`config.mk`:
```
export PLATFORM = sky130hd
export DESIGN_NAME = sr_pulse_encoder
export DESIGN_NICKNAME = d
export VERILOG_FILES = /design/src/rtl/sr_pulse_encoder.sv
export SDC_FILE = /design/constraint.sdc
export NUM_CORES = 1
export LEC_CHECK = 0
export BUFFER_PORTS_ARGS = -buffer_cell sky130_fd_sc_hd__buf_2
export CORE_MARGIN = 5
export CORE_UTILIZATION = 26
export DETAILED_ROUTE_END_ITERATION = 16
export PLACE_DENSITY = 0.48
export SYNTH_ARGS = -nofsm -noshare
export SYNTH_HDL_FRONTEND = slang
export SYNTH_SLANG_ARGS = --single-unit
```
`constraint.sdc`:
```
create_clock -name clk -period 1.9 [get_ports clk]
set_input_delay 0.38 -clock clk [delete_from_list [all_inputs] [get_ports clk]]
set_output_delay 0.38 -clock clk [all_outputs]
set_load 0.005 [all_outputs]
```
`src/rtl/sr_pulse_encoder.sv`:
```
// sr_pulse_encoder: turns an asynchronous, possibly bouncy level into a debounced
// level (Q/Qb) plus one-cycle set/reset pulses (S/R) and a count of rising events.
// Synchronizer, debounce FSM and event counter all run on clk.
module sr_pulse_encoder #(
  parameter int unsigned SYNC_STAGES  = 2,
  parameter int unsigned DEBOUNCE_CYC = 4,
  parameter int unsigned EV_W         = 8
) (
  input  logic            clk,
  input  logic            rst,
  input  logic            I,
  input  logic            En,
  output logic            Q,
  output logic            Qb,
  output logic            S,
  output logic            R,
  output logic [EV_W-1:0] Ev_cnt
);

  localparam int unsigned CNT_W = $clog2(DEBOUNCE_CYC + 1);
  // Last count value before a qualification completes.
  localparam logic [CNT_W-1:0] CNT_LAST = CNT_W'(DEBOUNCE_CYC - 1);
  localparam logic [CNT_W-1:0] CNT_ONE  = CNT_W'(1);
  localparam logic [EV_W-1:0]  EV_ONE   = EV_W'(1);

  typedef enum logic [1:0] {
    StIdleLo,
    StQualHi,
    StIdleHi,
    StQualLo
  } state_e;

  logic [SYNC_STAGES-1:0] sync_q;
  logic                   i_s;
  state_e                 state_q;
  logic [CNT_W-1:0]       cnt_q;
  logic                   q_q;
  logic                   s_q;
  logic                   r_q;
  logic [EV_W-1:0]        ev_q;

  // Synchronizer chain; keeps shifting regardless of En.
  always_ff @(posedge clk) begin
    if (rst) begin
      sync_q <= '0;
    end else begin
      sync_q <= {sync_q[SYNC_STAGES-2:0], I};
    end
  end

  assign i_s = sync_q[SYNC_STAGES-1];

  // Debounce FSM with registered level, pulses and rising-event counter.
  always_ff @(posedge clk) begin
    if (rst) begin
      state_q <= StIdleLo;
      cnt_q   <= '0;
      q_q     <= 1'b0;
      s_q     <= 1'b0;
      r_q     <= 1'b0;
      ev_q    <= '0;
    end else begin
      // Pulses last exactly one cycle.
      s_q <= 1'b0;
      r_q <= 1'b0;
      unique case (state_q)
        StIdleLo: begin
          cnt_q <= '0;
          if (i_s && En) begin
            if (DEBOUNCE_CYC == 1) begin
              state_q <= StIdleHi;
              q_q     <= 1'b1;
              s_q     <= 1'b1;
              ev_q    <= ev_q + EV_ONE;
            end else begin
              state_q <= StQualHi;
              cnt_q   <= CNT_ONE;
            end
          end
        end
        StQualHi: begin
          if (i_s && En) begin
            if (cnt_q == CNT_LAST) begin
              state_q <= StIdleHi;
              cnt_q   <= '0;
              q_q     <= 1'b1;
              s_q     <= 1'b1;
              ev_q    <= ev_q + EV_ONE;
            end else begin
              cnt_q <= cnt_q + CNT_ONE;
            end
          end else begin
            // Bounce or disable aborts the qualification silently.
            state_q <= StIdleLo;
            cnt_q   <= '0;
          end
        end
        StIdleHi: begin
          cnt_q <= '0;
          if (!i_s && En) begin
            if (DEBOUNCE_CYC == 1) begin
              state_q <= StIdleLo;
              q_q     <= 1'b0;
              r_q     <= 1'b1;
            end else begin
              state_q <= StQualLo;
              cnt_q   <= CNT_ONE;
            end
          end
        end
        StQualLo: begin
          if (!i_s && En) begin
            if (cnt_q == CNT_LAST) begin
              state_q <= StIdleLo;
              cnt_q   <= '0;
              q_q     <= 1'b0;
              r_q     <= 1'b1;
            end else begin
              cnt_q <= cnt_q + CNT_ONE;
            end
          end else begin
            state_q <= StIdleHi;
            cnt_q   <= '0;
          end
        end
        default: begin
          state_q <= StIdleLo;
          cnt_q   <= '0;
          q_q     <= 1'b0;
        end
      endcase
    end
  end

  assign Q      = q_q;
  assign Qb     = ~q_q;
  assign S      = s_q;
  assign R      = r_q;
  assign Ev_cnt = ev_q;

endmodule

```
==> results of run 1 <==
routing by layer:
| layer | vias up | GRT usage [%] | part of all wire [%] |
|---|---|---|---|
| met5 | - | 0 | 0 |
| met4 | 0 | 1.56 | 0.84 |
| met3 | 2 | 4.44 | 7.9 |
| met2 | 15 | 11.3 | 44 |
| met1 | 286 | 9.41 | 47 |
| li1 | 334 | - | - |
kinds of logic (layout without fill, tap and decap cells):
family                     count (synthesis)  after routing  share of synthesized area (%)
and+or+nand+nor                           32             32                           28.0
AOI/OAI and AO/OA                         19             19                           14.9
DFF                                       18             18                           48.1
buffers and inverters                      6             24                           3.00
adders and majority gates                  2              2                           3.34
xor gates and xnor gates                   1              1                           1.17
muxes                                      1              1                           1.50
layout by cell type (no fill, tap or decap), drive strengths merged, types with 2 or more instances in the layout:
cell type  count
or4            5
nor4           2
dfxtp         18
o21ai          4
nand3          4
inv            4
o31ai          5
a21oi          8
and4b          3
ha             2
nand4b         2
buf           16
clkbuf         4
nor2b          5
nor2           2
nand2          4
worst register-to-register path, stage by stage (launching register included):
cell and delay (ns):
dfxtp_1 0.34, ha_1 0.19, nand4b_1 0.10, buf_4 0.19
nor4_1 0.30, mux2_2 0.36
stage by stage:
stage                     hold slack (ns)  area, µm²  std cells
after floorplan                     0.414        749         79
after global placement              0.418        863        124
after detailed placement            0.433        863        124
after CTS                           0.280        900        128
after global routing                0.285        900        128
final                               0.287        900        128
layout make-up:
type                       count  share of cell area [%]
clock buffer                   4                    4.03
inverter                       4                    1.67
multi-input combinational     55                    40.8
sequential                    18                    40.1
tap                           31                    4.31
timing repair buffer          16                    9.18
sequential cells by signal, summed over array words and instances, names as in the netlist:
name     cells
state_q      2
S            1
R            1
sync_q       2
Q            1
cnt_q        3
Ev_cnt       8
power groups by stage:
stage                     Clock, mW  Sequential (mW)  Combinational [mW]
after global placement            0            0.395              0.0219
after floorplan                   0            0.394              0.0112
final                         0.236            0.386              0.0214
after global routing          0.269            0.387              0.0250
after CTS                     0.250            0.386              0.0218
after detailed placement          0            0.395              0.0218
worst paths after layout:
kind	startpoint	end	slack [ns]	cells past startpoint
worst max-delay path	cnt_q[0]	Ev_cnt[7]	0.31	5
worst min-delay path	I	sync_q[0]	0.29	2
worst max register to register	cnt_q[0]	Ev_cnt[7]	0.31	5
worst min register to register	sync_q[0]	sync_q[1]	0.45	1
==> metrics.md, run 1 <==
| Metric | Value |
|---|---|
| Wire length of the first global-routing pass | 2.44 mm |
| Switching share of power | 21.1% |
| Filler cells | 291 |
| Antenna diode count | 0 |
| Leading post-synthesis cells by cell area | dfxtp_1, a21oi_1, o31ai_1 |
| Routed wire per std cell | 11.2 µm |
| Maximum operating frequency | 631 MHz |
| Die width | 63.7 µm |
| Least-Margin Pin Slew | 0.373 ns |
| Post-synthesis net count | 85 |
| Most frequent cell after synthesis | dfxtp_1 |
| Yosys top cell by area | dfxtp_1 |
| Worst Clk Skew | 0.00136 ns |
| Standard cell core area | 2760 µm² |
| Kind of start point of the critical path | flip-flop |
| Buffers inserted during post-CTS setup optimization | 0 |
| GRT overflow | 0 |
| Portion of total power attributed to combinational logic | 3.3% |
| Count of antenna-violating nets left after detailed routing | 0 |
| Detailed-placement wirelength estimate | 1.05 mm |
| Crit path max fanout | 17 |
| Total of endpoints with negative setup slack in the final report | 0 |
| DIE AREA | 4060 µm² |
| Flop and latch count out of synthesis | 18 |
| Total length of routed wires | 1.44 mm |
| Antenna violations before repair | 0 |
| Drt initial violations | 21 |
| Insertion delay to the later sink of the worst-skew pair | 0.29 ns |
| Cell Int Power | 508 µW |
| Critical path cell sequence | ha_1, nand4b_1, buf_4, nor4_1, mux2_2 |
| Vias in the first global route | 561 |
| Worst-case clock buffer depth | 2 |
| Leak | 0.364 nW |
| Setup crit end kind | flip-flop |
| Count of different cell masters after synthesis | 25 |
| Final Slew Violations | 0 |
| Req. time, crit path | 2.09 ns |
| Kind of cell adding the most delay to the critical path | simple AND/OR/NAND/NOR gates |
| # nets final | 104 |
| Via density | 4.98 |
| Number of buffers created by CTS | 3 |
| Number of warnings printed during yosys synthesis | 0 |
| Final-layout setup total negative slack | 0 ns |
| Sequential cell area | 360 µm² |
| Setup repair after global routing missed its margin | no |
| Area occupied by multi-input gates | 367 µm² |
| Cell Rows | 19 |
| PostCTS Resize Cnt | 0 |
| Cell with the largest stage delay on the worst path | mux2_2 |
| Total DRC errors in the routed layout | 0 |
| Tightest Hold Check Type | in -> reg |
| NetSw | 136 µW |
| Mapped Area | 749 µm² |
| Die Y-Extent | 63.7 µm |
| Prevailing post-synth register cell | dfxtp_1 |
| Share of flip-flops with an asynchronous set or reset after synthesis | 0% |
| CTS sink cnt | 18 |
| Mean area per synthesized cell | 9.49 µm² |
| Fraction of post-synthesis cell area in the top cell type by area | 48.1% |
| CTS tree | yes |
| DR vias | 637 |
| Result of the run | finished clean |
| Area Growth Syn to Fin | 20.0% |
| Number of detailed-route iterations in the first pass | 4 |
| Endpoint arrival time on the critical path | 1.78 ns |
| Clock-pin slew reported for the worst setup and hold paths after clock tree synthesis | 0.10 ns |
| Number of port buffers | 15 |
| Number of hold-repair buffers added at the cts stage | 0 |
| Setup slack at placement | 0.332 ns |
| Initial core utilization | 27.2% |
| Worst path buffer plus inverter count | 1 |
| Post-synthesis sequential area ratio | 48.1% |
| Root buffer cell | clkbuf_4 |
| Largest voltage drop on the vdd net | 0.457 mV |
| Maximum single-stage delay on the critical path | 0.36 ns |
| Worst-case headroom to the max-slew limit | 75.1% |
| Aggregate global-route resource usage | 7.58% |
| Proportion of layout cells with a drive suffix above 1 | 22.7% |
| Final weighted congestion in routability-driven placement | 0.706 |
| Worst setup path category | reg -> reg |
| Fraction of power consumed by the clock network | 36.7% |
| Part of the cycle the worst path needs | 83.5% |
| Final core utilization | 32.6% |
| Htree depth | 1 |
| Post-Synthesis Cells | 79 |
| Final worst path period need | 1.59 ns |
| Maximum number of pins on one net before global-route repair | 18 |
| Number of enable flip-flop cells after synthesis | 0 |
| PwrDens | 716 nW/µm² |
| Num ports | 16 |
| Setup ws final | 0.314 ns |
| Most common library cells after synthesis | dfxtp_1, a21oi_1, nor2b_1, o31ai_1, or4_1 |
| Power after layout | 644 µW |
| Count of endpoints failing hold in the final timing report | 0 |
| Sequential Power Share | 60.0% |
| Number of maximum-capacitance violations | 0 |
Note: power is estimated with default switching activity, not from simulation.
==> run 2, diff against run 1 <==
clock period = 1.5 ns   (was 1.9 ns; I/O delays follow)
==> metrics.md, run 2 (synthesized netlist as in run 1, its figures left out) <==
| Metric | Value |
|---|---|
| Result of the run | finished clean |
| Part of the cycle the worst path needs | 98.0% |
| Worst setup path category | reg -> reg |
| Crit path max fanout | 12 |
| GRT overflow | 0 |
| Number of hold-repair buffers added at the cts stage | 0 |
| Cell Rows | 19 |
| Vias in the first global route | 630 |
| Layer carrying the most global-route usage | met2 |
| Count of endpoints failing hold in the final timing report | 0 |
| Aggregate global-route resource usage | 8.72% |
| Standard cell core area | 2760 µm² |
| # nets final | 112 |
| Die Y-Extent | 63.7 µm |
| Root buffer cell | clkbuf_4 |
| Final core utilization | 36.3% |
| Total DRC errors in the routed layout | 0 |
| Antenna diode count | 0 |
| CTS tree | yes |
| Final Slew Violations | 0 |
| Most common cell after layout, fill and taps aside | dfxtp_1 |
| Filler cells | 291 |
| Setup slack at placement | -0.0263 ns |
| Setup ws final | 0.0295 ns |
| Clock-pin slew reported for the worst setup and hold paths after clock tree synthesis | 0.11 ns |
| Total of endpoints with negative setup slack in the final report | 0 |
| Least-Margin Pin Slew | 0.340 ns |
| DR vias | 673 |
| Initial core utilization | 27.2% |
| Number of cells in the design after placement | 132 |
| Top library cells by usage in the layout, fill and taps aside | dfxtp_1, buf_2, buf_4 |
| Max reg flops | 8 |
| Setup repair after global routing missed its margin | yes |
| Worst-case clock buffer depth | 2 |
| Final weighted congestion in routability-driven placement | 0.767 |
| Met1 routing resource usage after global routing | 10.8% |
| Layout Cell Area excl Fill | 1000 µm² |
| Grt met3 use | 2.84% |
| Setup crit end kind | flip-flop |
| Req. time, crit path | 1.74 ns |
| Number of buffers created by CTS | 3 |
| Buffers inserted during post-CTS setup optimization | 0 |
| Largest voltage drop on the vdd net | 0.377 mV |
| Number of detailed-route iterations in the first pass | 3 |
| Maximum number of pins on one net before global-route repair | 17 |
| Number of maximum-capacitance violations | 0 |
| Dpl cell area | 923 µm² |
| Detailed-placement wirelength estimate | 1.21 mm |
| Final worst path period need | 1.47 ns |
| Total length of routed wires | 1.71 mm |
| Area Growth Syn to Fin | 33.7% |
| Die width | 63.7 µm |
| Worst Clk Skew | 0.00654 ns |
| DIE AREA | 4060 µm² |
| Num ports | 16 |
| Drt initial violations | 14 |
| Worst hold slack after final layout | 0.200 ns |
| PwrDens | 822 nW/µm² |
| Number of port buffers | 15 |
| Final Instance Count excl. Fillers | 136 |
| Endpoint arrival time on the critical path | 1.71 ns |
| Leak | 0.428 nW |
| Insertion delay to the later sink of the worst-skew pair | 0.30 ns |
| Tightest Hold Check Type | in -> reg |
| Routing usage on met2 | 12.9% |
| Via density | 4.95 |
| Wire length of the first global-routing pass | 2.84 mm |
| Proportion of layout cells with a drive suffix above 1 | 35.2% |
| Maximum operating frequency | 680 MHz |
| Antenna violations before repair | 0 |
| Routed wire per std cell | 12.6 µm |
| Count of antenna-violating nets left after detailed routing | 0 |
| Worst-case headroom to the max-slew limit | 77.3% |
| Htree depth | 1 |
| Kind of start point of the critical path | flip-flop |
| CTS sink cnt | 18 |
run 2: cell count changes in the layout (fill, tap and decap cells not counted), sizes merged:
cell and change:
buf +8
run 2: worst paths after layout:
path / start / end / slack, ns / depth (start not counted)
worst max-delay path: cnt_q[0] / Ev_cnt[6] / 0.03 / 5
worst min-delay path: I / sync_q[0] / 0.20 / 2
worst max register to register: cnt_q[0] / Ev_cnt[6] / 0.03 / 5
worst min register to register: sync_q[0] / sync_q[1] / 0.45 / 1
run 2: worst max-delay path, cell delays in order (launching register included):
cell	delay, ns
dfxtp_2	0.34
ha_1	0.15
nand4b_1	0.11
buf_6	0.16
or4_4	0.51
a21oi_2	0.14
run 2: repair_timing:
item                                    CTS  global route
endpoints found under the setup margin    1             4
resized for setup                         2             8
gates cloned                              0             0
run 2: cell type report:
type                            count  area [µm²]  area share (%)
Multi-Input combinational cell     55         404            40.3
Tap cell                           31        38.8            3.87
Sequential cell                    18         362            36.1
Clock buffer                        4        36.3            3.62
Timing Repair Buffer               24         146            14.6
Inverter                            4        15.0            1.50
run 2: stage by stage:
step	setup TNS, ns	power, mW
floorplan	0	0.513
global placement	0	0.530
detailed placement	-0.0263	0.530
CTS	0	0.834
global route	-0.100	0.867
finish	0	0.824
run 2: power breakdown:
group | leakage [nW] | internal [mW] | switching [mW]
sequential | 0.146 | 0.484 | 0.00349
combinational | 0.261 | 0.0138 | 0.0188
clock | 0.0210 | 0.148 | 0.156
run 2: layer usage:
metal / vias up / share of wire (%)
met5: - / 0
met4: 0 / 2.5
met3: 5 / 4.5
met2: 13 / 46
met1: 311 / 47
li1: 344 / -
==> run 3, diff against run 2 <==
--- a/config.mk
+++ b/config.mk
@@ -11,4 +11,5 @@
 export DETAILED_ROUTE_END_ITERATION = 16
 export PLACE_DENSITY = 0.48
+export RECOVER_POWER = 25
 export SYNTH_ARGS = -nofsm -noshare
 export SYNTH_HDL_FRONTEND = slang
==> constraint.sdc (replaced) <==
create_clock -name clk -period 1.5 [get_ports clk]
set_input_delay 0.3 -clock clk [delete_from_list [all_inputs] [get_ports clk]]
set_output_delay 0.3 -clock clk [all_outputs]
set_load 0.1 [all_outputs]
==> metrics.md, run 3 (synthesized netlist as in run 1, its figures left out) <==
| Metric | Value |
|---|---|
| Worst-case headroom to the max-slew limit | 67.8% |
| HP Start | I |
| Htree depth | 1 |
| Result of the run | finished, violations left |
| Antenna diode count | 0 |
| DIE AREA | 4060 µm² |
| Top library cells by usage in the layout, fill and taps aside | buf_2, dfxtp_1, buf_4 |
| Number of port buffers | 15 |
| Final worst path period need | 1.52 ns |
| Number of cells in the design after placement | 129 |
| Final Slew Violations | 0 |
| Part of the cycle the worst path needs | 101% |
| GRT overflow | 0 |
| Final weighted congestion in routability-driven placement | 0.698 |
| Setup ws final | -0.0207 ns |
| Tightest Hold Check Type | in -> reg |
| Setup crit end kind | flip-flop |
| Num ports | 16 |
| DR vias | 667 |
| Kind of start point of the critical path | flip-flop |
| Detailed-placement wirelength estimate | 1.18 mm |
| Area Growth Syn to Fin | 39.9% |
| Insertion delay to the later sink of the worst-skew pair | 0.29 ns |
| Number of detailed-route iterations in the first pass | 4 |
| Worst setup path category | reg -> reg |
| Setup repair after global routing missed its margin | yes |
| Count of antenna-violating nets left after detailed routing | 0 |
| Aggregate global-route resource usage | 9.37% |
| PwrDens | 808 nW/µm² |
| Total of endpoints with negative setup slack in the final report | 2 |
| Max reg flops | 8 |
| Number of buffers created by CTS | 3 |
| Clock-pin slew reported for the worst setup and hold paths after clock tree synthesis | 0.10 ns |
| Worst Clk Skew | 0.00247 ns |
| Maximum operating frequency | 658 MHz |
| Standard cell core area | 2760 µm² |
| Proportion of layout cells with a drive suffix above 1 | 47.1% |
| Endpoint arrival time on the critical path | 1.75 ns |
| Crit path from | cnt_q[1] |
| Via density | 4.94 |
| Total length of routed wires | 1.72 mm |
| Drt initial violations | 29 |
| Wire length of the first global-routing pass | 2.99 mm |
| Worst-case clock buffer depth | 2 |
| Cell Rows | 19 |
| Crit path max fanout | 6 |
| Maximum number of pins on one net before global-route repair | 17 |
| Routed wire per std cell | 12.7 µm |
| Req. time, crit path | 1.73 ns |
| Antenna violations before repair | 0 |
| Leak | 0.420 nW |
| Setup slack at placement | -0.0406 ns |
| Root buffer cell | clkbuf_4 |
| Worst reg2reg path startpoint | cnt_q[1] |
| Die Y-Extent | 63.7 µm |
| Least-Margin Pin Slew | 0.487 ns |
| Vias in the first global route | 693 |
| Total DRC errors in the routed layout | 0 |
| CTS sink cnt | 18 |
| Worst hold slack after final layout | 0.208 ns |
| Die width | 63.7 µm |
| Count of endpoints failing hold in the final timing report | 0 |
| CTS tree | yes |
| Filler cells | 287 |
| Number of maximum-capacitance violations | 0 |
| # nets final | 111 |
| Violations in the final reports | setup timing |
| Largest voltage drop on the vdd net | 0.583 mV |
| Final Instance Count excl. Fillers | 135 |
| Most common cell after layout, fill and taps aside | buf_2 |
| Initial core utilization | 27.2% |
## run 3: routing by layer
| layer | vias up | routed length [µm] | GRT usage (%) |
|---|---|---|---|
| met5 | - | 0 | 0 |
| met4 | 0 | 25 | 3.90 |
| met3 | 4 | 91 | 4.26 |
| met2 | 14 | 824 | 16.0 |
| met1 | 304 | 776 | 9.85 |
| li1 | 345 | - | - |
## run 3: power breakdown
group / leakage, nW / internal (mW) / switching (mW) / total (mW)
logic: 0.247 / 0.0136 / 0.0543 / 0.0678
registers: 0.152 / 0.475 / 0.00421 / 0.479
clock network: 0.0210 / 0.148 / 0.152 / 0.300
## run 3: timing repair
item	in CTS	in global routing
resized for setup	5	10
pin swaps	0	8
endpoints found under the setup margin	5	6
hold endpoints to repair	0	0
setup buffers	1	0
cloned	0	1
hold buffers	0	0
## run 3: final cells by class
cell class / count / area [µm²] / share of cell area [%]
sequential: 18 / 385 / 36.8
multi-input combinational: 55 / 437 / 41.6
clock buffer: 4 / 36.3 / 3.46
timing repair buffer: 23 / 136 / 13.0
tap: 31 / 38.8 / 3.70
inverter: 4 / 15.0 / 1.43
## run 3: worst max-delay path: stages, from the launching register on
cell and delay, ns:
dfxtp_2 0.36, ha_4 0.13, nand4b_1 0.16, buf_6 0.18, or4_4 0.50, a21oi_2 0.12
## run 3: stage by stage
stage	instance area, µm²	total power [mW]	util (%)	setup TNS (ns)
CTS	1000	0.870	36.4	-0.0750
detailed placement	936	0.557	33.9	-0.0790
global placement	936	0.557	33.9	-0.0202
finish	1050	0.847	38.0	-0.0228
global route	1050	0.898	38.0	-0.410
floorplan	785	0.541	-	0
## run 3: worst paths after layout
kind               end  slack, ns  cells after the start
max          Ev_cnt[6]      -0.02                      5
min reg2reg  sync_q[1]       0.45                      1
max reg2reg  Ev_cnt[6]      -0.02                      5
min          sync_q[0]       0.21                      2
